File: src/rtl/reset_logic_sequencer_if.sv
// Reset request inputs and staged active-low domain resets of the reset-release sequencer.
interface reset_logic_sequencer_if #(
    parameter int NUM_STAGES = 4
);
    logic                  rst_req;
    logic                  sw_rst_pulse;
    logic [NUM_STAGES-1:0] stage_resetn;
    logic                  busy;
    logic                  done;
    logic [1:0]            cause;

    modport master (
        output rst_req,
        output sw_rst_pulse,
        input  stage_resetn,
        input  busy,
        input  done,
        input  cause
    );

    modport slave (
        input  rst_req,
        input  sw_rst_pulse,
        output stage_resetn,
        output busy,
        output done,
        output cause
    );
endinterface

File: src/rtl/reset_logic_sequencer.sv
// Filters hw/sw reset requests, holds all domains in reset, then releases them in index order.
// Registered outputs: sw trigger reaches stage_resetn in 1 cycle, hw in FILTER_CYCLES; no backpressure.
module reset_logic_sequencer #(
    parameter int NUM_STAGES    = 4,
    parameter int HOLD_CYCLES   = 16,
    parameter int FILTER_CYCLES = 4
) (
    input  logic                      clock,
    input  logic                      reset,
    reset_logic_sequencer_if.slave    bus
);
    localparam int CW = $clog2(HOLD_CYCLES);
    localparam int IW = $clog2(NUM_STAGES + 1);
    localparam int FW = $clog2(FILTER_CYCLES + 1);

    typedef enum logic [1:0] {ST_HOLD, ST_RELEASE, ST_IDLE} state_t;

    state_t                state_q, state_d;
    logic [CW-1:0]         cnt_q, cnt_d;
    logic [IW-1:0]         idx_q, idx_d;
    logic [FW-1:0]         filt_q, filt_d;
    logic [NUM_STAGES-1:0] stage_q, stage_d;
    logic                  busy_q, busy_d;
    logic                  done_q, done_d;
    logic [1:0]            cause_q, cause_d;
    logic                  hw_trig;
    logic                  cnt_last;

    always_ff @(posedge clock) begin
        if (reset) begin
            state_q <= ST_HOLD;
            cnt_q   <= '0;
            idx_q   <= '0;
            filt_q  <= '0;
            stage_q <= '0;
            busy_q  <= 1'b1;
            done_q  <= 1'b0;
            cause_q <= 2'b00;
        end else begin
            state_q <= state_d;
            cnt_q   <= cnt_d;
            idx_q   <= idx_d;
            filt_q  <= filt_d;
            stage_q <= stage_d;
            busy_q  <= busy_d;
            done_q  <= done_d;
            cause_q <= cause_d;
        end
    end

    always_comb begin
        state_d  = state_q;
        cnt_d    = cnt_q;
        idx_d    = idx_q;
        stage_d  = stage_q;
        busy_d   = busy_q;
        done_d   = 1'b0;
        cause_d  = cause_q;
        cnt_last = (cnt_q == CW'(HOLD_CYCLES - 1));

        // Filter saturates so hw_trig fires once per continuous high level.
        hw_trig = bus.rst_req && (filt_q == FW'(FILTER_CYCLES - 1));
        if (!bus.rst_req) begin
            filt_d = '0;
        end else if (filt_q == FW'(FILTER_CYCLES)) begin
            filt_d = filt_q;
        end else begin
            filt_d = filt_q + FW'(1);
        end

        if (hw_trig || bus.sw_rst_pulse) begin
            state_d = ST_HOLD;
            cnt_d   = '0;
            idx_d   = '0;
            stage_d = '0;
            busy_d  = 1'b1;
            cause_d = {bus.sw_rst_pulse, hw_trig};
        end else begin
            case (state_q)
                ST_HOLD: begin
                    if (bus.rst_req) begin
                        cnt_d = '0;
                    end else if (cnt_last) begin
                        stage_d[0] = 1'b1;
                        cnt_d      = '0;
                        idx_d      = IW'(1);
                        if (NUM_STAGES == 1) begin
                            state_d = ST_IDLE;
                            busy_d  = 1'b0;
                            done_d  = 1'b1;
                        end else begin
                            state_d = ST_RELEASE;
                        end
                    end else begin
                        cnt_d = cnt_q + CW'(1);
                    end
                end
                ST_RELEASE: begin
                    if (cnt_last) begin
                        for (int k = 0; k < NUM_STAGES; k++) begin
                            if (idx_q == IW'(k)) stage_d[k] = 1'b1;
                        end
                        idx_d = idx_q + IW'(1);
                        cnt_d = '0;
                        if (idx_q == IW'(NUM_STAGES - 1)) begin
                            state_d = ST_IDLE;
                            busy_d  = 1'b0;
                            done_d  = 1'b1;
                        end
                    end else begin
                        cnt_d = cnt_q + CW'(1);
                    end
                end
                ST_IDLE: begin
                    stage_d = '1;
                    busy_d  = 1'b0;
                end
                default: begin
                    state_d = ST_HOLD;
                    cnt_d   = '0;
                    idx_d   = '0;
                    stage_d = '0;
                    busy_d  = 1'b1;
                end
            endcase
        end
    end

    assign bus.stage_resetn = stage_q;
    assign bus.busy         = busy_q;
    assign bus.done         = done_q;
    assign bus.cause        = cause_q;
endmodule

File: src/flat_wrapper.sv
// flat-port wrapper written by rule: the top's interface ports become plain ports
module reset_logic_sequencer_flat 
#(
    parameter int NUM_STAGES    = 4,
    parameter int HOLD_CYCLES   = 16,
    parameter int FILTER_CYCLES = 4
)
  (clock, reset, bus_rst_req, bus_sw_rst_pulse, bus_stage_resetn, bus_busy, bus_done, bus_cause);
  reset_logic_sequencer_if #(.NUM_STAGES(NUM_STAGES)) bus_i ();
  input  logic clock;
  input  logic reset;
  input wire logic [$bits(bus_i.rst_req)-1:0] bus_rst_req;
  input wire logic [$bits(bus_i.sw_rst_pulse)-1:0] bus_sw_rst_pulse;
  output wire logic [$bits(bus_i.stage_resetn)-1:0] bus_stage_resetn;
  output wire logic [$bits(bus_i.busy)-1:0] bus_busy;
  output wire logic [$bits(bus_i.done)-1:0] bus_done;
  output wire logic [$bits(bus_i.cause)-1:0] bus_cause;
  assign bus_i.rst_req = bus_rst_req;
  assign bus_i.sw_rst_pulse = bus_sw_rst_pulse;
  assign bus_stage_resetn = bus_i.stage_resetn;
  assign bus_busy = bus_i.busy;
  assign bus_done = bus_i.done;
  assign bus_cause = bus_i.cause;
  reset_logic_sequencer #(.NUM_STAGES(NUM_STAGES), .HOLD_CYCLES(HOLD_CYCLES), .FILTER_CYCLES(FILTER_CYCLES)) u_core (.clock(clock), .reset(reset), .bus(bus_i));
endmodule
File: config.mk
export PLATFORM = sky130hd
export DESIGN_NAME = reset_logic_sequencer_flat
export DESIGN_NICKNAME = d
export VERILOG_FILES = /design/src/rtl/reset_logic_sequencer_if.sv /design/src/rtl/reset_logic_sequencer.sv /design/src/flat_wrapper.sv
export SDC_FILE = /design/constraint.sdc
export NUM_CORES = 1
export LEC_CHECK = 0
export BUFFER_PORTS_ARGS = -buffer_cell sky130_fd_sc_hd__buf_2
export CORE_MARGIN = 2
export CORE_UTILIZATION = 30
export CTS_CLUSTER_DIAMETER = 80
export CTS_CLUSTER_SIZE = 28
export DETAILED_ROUTE_END_ITERATION = 12
export GPL_TIMING_DRIVEN = 0
export PLACE_DENSITY = 0.51
export SYNTH_ARGS = -nofsm -noshare
export SYNTH_HDL_FRONTEND = slang
export SYNTH_SLANG_ARGS = --single-unit
export TNS_END_PERCENT = 10
File: constraint.sdc
create_clock -name clock -period 2.1 [get_ports clock]
set_clock_uncertainty 0.1 [all_clocks]
set_input_delay 0.105 -clock clock [delete_from_list [all_inputs] [get_ports clock]]
set_output_delay 0.105 -clock clock [all_outputs]
set_load 0.1 [all_outputs]
After elaboration in Yosys (flattened, before gate mapping):

Index checks and enable logic that the tools add are counted.

* bits in registers: 20
* input bits: 4
* output and inout bits: 8
* logic and storage cells: 72

* add/subtract/negate cells: 3
* equal/unequal tests: 15
* muxes and demuxes: 25
* bitwise operators: 5
* reductions and logical operators: 13

Operators by type and width (number)
* $pmux 3 s3: 2
* $mux 4: 3
* $ne 2x1->1 const B: 6
* $pmux 4 s3: 1
* $eq 3x2->1 const B: 3
* $mux 1: 9
* $mux 3: 3
* $reduce_and 3->1: 3
* $mux 2: 4
* $reduce_and 4->1: 2
* $add 3x1->3 const B: 2
* $pmux 1 s3: 2
* $pmux 2 s3: 1
* $not 1->1: 5
* $reduce_and 5->1: 1
* $add 4x1->4 const B: 1
* $eq 4x4->1 const B: 1
* $reduce_or 2->1: 2
* $reduce_or 4->1: 1
* $eq 3x1->1 const B: 1
* $eq 3x3->1 const B: 1
* $logic_not 3->1: 1
* $eq 2x1->1 const B: 1
* $eq 2x2->1 const B: 1
* 4 further kinds: 4

Longest topological paths before layout:

* depth in word-level cells: 4
* mapped depth: 7
* depth with buffers taken out: 6

Worst setup path after synthesis:

OpenSTA, ideal clock, no wires.

* path type: reg-to-reg
* from: register u_core.state_q[0]
* to: register u_core.cnt_q[3]
* library setup time: 0.074 ns
* arrival time: 1.456 ns
* slack: 0.470 ns
* cell stages (with the launch flop): 8
* cell sequence: dfxtp_1 -> inv_1 -> ha_1 -> buf_6 -> nor2b_4 -> nor2_2 -> or4_1 -> a31oi_1

* longest elaborated chain between the ends: 2

RTL lines
* start, declared: RTL line reset_logic_sequencer.sv:18 `state_t state_q, state_d;`
* start signal, assigned: RTL line reset_logic_sequencer.sv:40 `state_q <= state_d;`
* $eq 2x2->1 (tied with other cells): RTL line reset_logic_sequencer.sv:79 `case (state_q)`
* $pmux 4 s3: RTL line reset_logic_sequencer.sv:79
* end signal, assigned: RTL line reset_logic_sequencer.sv:41 `cnt_q <= cnt_d;`
* end, declared: RTL line reset_logic_sequencer.sv:19 `logic [CW-1:0] cnt_q, cnt_d;`

Parallel ways exist; a longest one is shown, timed or not.
A chain may end at the register's enable or synchronous reset.

Final worst setup path:

* from: register u_core.filt_q[0]
* to: register u_core.stage_q[1], in the netlist u_core.bus.stage_resetn[1]

* longest elaborated chain between the ends: 4

RTL lines
* start, declared: RTL line reset_logic_sequencer.sv:21 `logic [FW-1:0] filt_q, filt_d;`
* start signal, assigned: RTL line reset_logic_sequencer.sv:43 `filt_q <= filt_d;`
* $eq 3x2->1: RTL line reset_logic_sequencer.sv:62 `hw_trig = bus.rst_req && (filt_q == FW'(FILTER_CYCLES - 1));`
* $logic_and 1x1->1: RTL line reset_logic_sequencer.sv:62
* $logic_or 1x1->1: RTL line reset_logic_sequencer.sv:71 `if (hw_trig || bus.sw_rst_pulse) begin`
* $reduce_or 2->1 (no line)
* end signal, assigned: RTL line reset_logic_sequencer.sv:44 `stage_q <= stage_d;`
* end, declared: RTL line reset_logic_sequencer.sv:22 `logic [NUM_STAGES-1:0] stage_q, stage_d;`

Every way passes these cells.

==> run_results.csv <==
group,metric,value,unit
status,status,"finished, final reports clean",
yosys,synthTopCellsByArea,"dfxtp_1, ha_1, a21oi_1",
worst_setup_path,end_kind,"flip-flop",
pwr,power.switching,0.000162,W
pwr,p_seq_share,58.0,%
pwr,leakagePower,0.511,nW
yosys,synth.largest_area_cell,"dfxtp_1",
flow_run,drv_cap,0,
die,io_pins,12,
pwr,ir_worst_vdd,0.000247,V
final_layout,final_layout_size_suffix_gt1_share,17.0,%
cts,htreeDepth,1,
cts,cts_tree,"done",
placed_design,place_hpwl,1620,µm
yosys,syn_inst,123,
yosys,yosysSeqAreaShare,37.0,%
global_route,grt-ovfl-total,0,
global_route,grt_pass1_vias,795,
timing,fin_tns_setup,0,ns
placed_design,gp_congestion,0.764,
yosys,synthFlopType,"dfxtp_1",
timing,fmax,562,MHz
cts,cts_buffer_depth,2,
cts,cts_made_buffers,3,
global_route,grt_max_degree,12,
drt,firstDrtPassIters,4,
final_layout,layout.nets,159,
final_layout,area_delta_synth_final,16.5,%
timing,finalHoldViolations,0,
timing,rsz0062_at_grt,"false",
worst_setup_path,slowest_delay,0.36,ns
drt,via_per_inst,4.74,
timing,slew-limit-headroom,67.9,%
global_route,antenna_found_initial,0,
die,die_w,64.1,µm
die,rows,21,
cts,cts_resized,0,
cts,root_buffer,"clkbuf_4",
timing,min_period_over_period,84.8,%
worst_hold_path,hold_path_class,"in2reg",
timing,setup_violations,0,
timing,holdWs,0.0676,ns
cts,insertion_delay,0.30,ns
timing,final-max-slew-violation-count,0,
drt,post_drt_wl_per_cell,11.2,µm
drt,drc,0,
drt,num_vias,886,
yosys,synth_edf_count,0,
global_route,use_met2,18.6,%
yosys,synth_top_cell_area_share,37.0,%
final_layout,regArea,400,µm²
timing,fin_ws,0.320,ns
final_layout,antenna_cells,0,
worst_setup_path,worstPathMaxFanout,10,
pwr,power_density,529,nW/µm²
pwr,power_frac_comb,7.4,%
final_layout,fill_cells,370,
die,initial_core_util,31.7,%
worst_setup_path,path_cells,"ha_1 -> ha_1 -> nand2_1 -> and2_1 -> buf_2 -> nand2_1 -> mux2i_1",
worst_setup_path,cp.arrival,1.91,ns
die,die_h,64.1,µm
yosys,ys_ff_latch,20,
pwr,internal-power,0.000506,W
global_route,met1_usage,13.7,%
placed_design,preCtsSetupSlack,0.341,ns
cts,clk_pin_slew,0.12,ns
worst_setup_path,r2r_setup_slack,0.32,ns
final_layout,multi_input_area,611,µm²
die,core-area,3420,µm²
yosys,async_reset_ff_share,0,%
global_route,grt_pass1_wl,3570,µm
drt,postRouteAntennaNets,0,
yosys,synthesis.area,1080,µm²
drt,drt_iter0_markers,28,
yosys,synth_cell_type_count,37,
pwr,clkPwrFrac,34.6,%
worst_setup_path,cp-start-kind,"flip-flop",
worst_setup_path,critical_path_class,"reg2reg",
global_route,top_usage_layer,"met2",
yosys,synth_warnings,0,
timing,tightest_slew,0.485,ns
global_route,track_usage,11.1,%
global_route,gr-usage-met3,2.11,%
yosys,syn_nets,140,
die,dieArea,4110,µm²
yosys,avgSynthCellArea,8.81,µm²
worst_setup_path,path_delay_family,"simple AND/OR/NAND/NOR gates",
drt,routed_wl,2100,µm
placed_design,port_buffers,11,
cts,cts_sinks,20,
pwr,p_sw_share,24.2,%
worst_setup_path,cpMaxStageDelayCell,"dfxtp_1",
worst_setup_path,crit_buf_inv,1,
timing,fin_crit,1.78,ns
worst_setup_path,crit_required,2.23,ns
cell usage after synthesis (2+ instances only):
cell type  instances
a211oi_1           3
a21oi_1           12
a31oi_1            2
buf_6              3
dfxtp_1           20
ha_1              13
inv_1              8
mux2i_1            2
nand2_1           12
nand2b_1           4
nand3_1           10
nor2_1             7
nor3_1             2
o21ai_1            2
metrics by stage:
| stage | cell area, µm² | util (%) | total power, W | cells |
|---|---|---|---|---|
| final | 1260 | 37.0 | 0.000668 | 187 |
| after global routing | 1260 | 37.0 | 0.000707 | 187 |
| after CTS | 1260 | 37.0 | 0.000680 | 187 |
| after detailed placement | 1200 | 35.0 | 0.000442 | 180 |
| after global placement | 1200 | 35.0 | 0.000441 | 180 |
| after floorplan | 1080 | - | 0.000429 | 123 |
kinds of logic after synthesis:
| group | count (synthesis) | share of synthesized area (%) |
|---|---|---|
| adders and majority gates | 13 | 15.0 |
| buffers and inverters | 13 | 6.70 |
| AOI/OAI and AO/OA | 28 | 16.7 |
| xor gates and xnor gates | 1 | 0.808 |
| and+or+nand+nor | 46 | 21.9 |
| muxes | 2 | 1.85 |
| DFF | 20 | 37.0 |
layer usage:
layer | part of all wire, % | up-vias
met3 | 1.7 | 2
met2 | 48 | 3
met5 | 0 | -
li1 | - | 469
met4 | 0.86 | 0
met1 | 49 | 412
cell type report:
type | count | area share (%)
multi-input cells | 90 | 48.4
flip-flops and latches | 20 | 31.7
clock buffers | 4 | 2.87
plain buffers | 4 | 3.07
inverters | 9 | 2.68
repair buffers | 14 | 6.74
well taps | 46 | 4.56
sequential cells by signal (all words and copies together), names as in the netlist:
register	count
u_core.bus.cause	2
u_core.cnt_q	4
u_core.bus.busy	1
u_core.bus.stage_resetn	4
u_core.state_q	2
u_core.bus.done	1
u_core.filt_q	3
u_core.idx_q	3
what timing repair did:
action,CTS,global route
hold buffers,3,0
buffers inserted,0,0
hold endpoints to repair,2,0
power by group through the flow:
| stage | clock network, W | logic (W) | registers (W) |
|---|---|---|---|
| final | 0.000231 | 0.0000492 | 0.000387 |
| after global routing | 0.000264 | 0.0000549 | 0.000388 |
| after CTS | 0.000243 | 0.0000495 | 0.000388 |
| after detailed placement | 0 | 0.0000463 | 0.000396 |
| after global placement | 0 | 0.0000456 | 0.000395 |
| after floorplan | 0 | 0.0000231 | 0.000406 |
layout by cell type, fill, tap and decap left out, drive strengths merged, types with 2 or more instances in the layout:
| cell type | Yosys | layout |
|---|---|---|
| ha | 13 | 13 |
| inv | 9 | 9 |
| dfxtp | 20 | 20 |
| nor2 | 8 | 8 |
| nand2b | 4 | 4 |
| nor3 | 2 | 2 |
| nand3 | 10 | 10 |
| mux2i | 2 | 2 |
| dlygate4sd3 | 0 | 3 |
| clkbuf | 0 | 4 |
| a31oi | 2 | 2 |
| nor2b | 2 | 2 |
| a211oi | 3 | 3 |
| o21ai | 3 | 3 |
| buf | 4 | 15 |
| a21oi | 13 | 13 |
| nand2 | 13 | 13 |
path summary, 6_finish.rpt:
| check | from | to | cells past startpoint |
|---|---|---|---|
| setup / recovery | u_core.filt_q[0] | u_core.bus.stage_resetn[1] | 7 |
| hold / removal | bus_rst_req | u_core.filt_q[2] | 3 |
| setup reg to reg | u_core.filt_q[0] | u_core.bus.stage_resetn[1] | 7 |
| hold reg to reg | u_core.bus.stage_resetn[3] | u_core.bus.stage_resetn[3] | 2 |
worst min-delay path, stage by stage:
cell      delay (ns)
buf_2           0.14
nand2b_1        0.14
a21oi_1         0.05
Power figures use the tool's default switching activity.
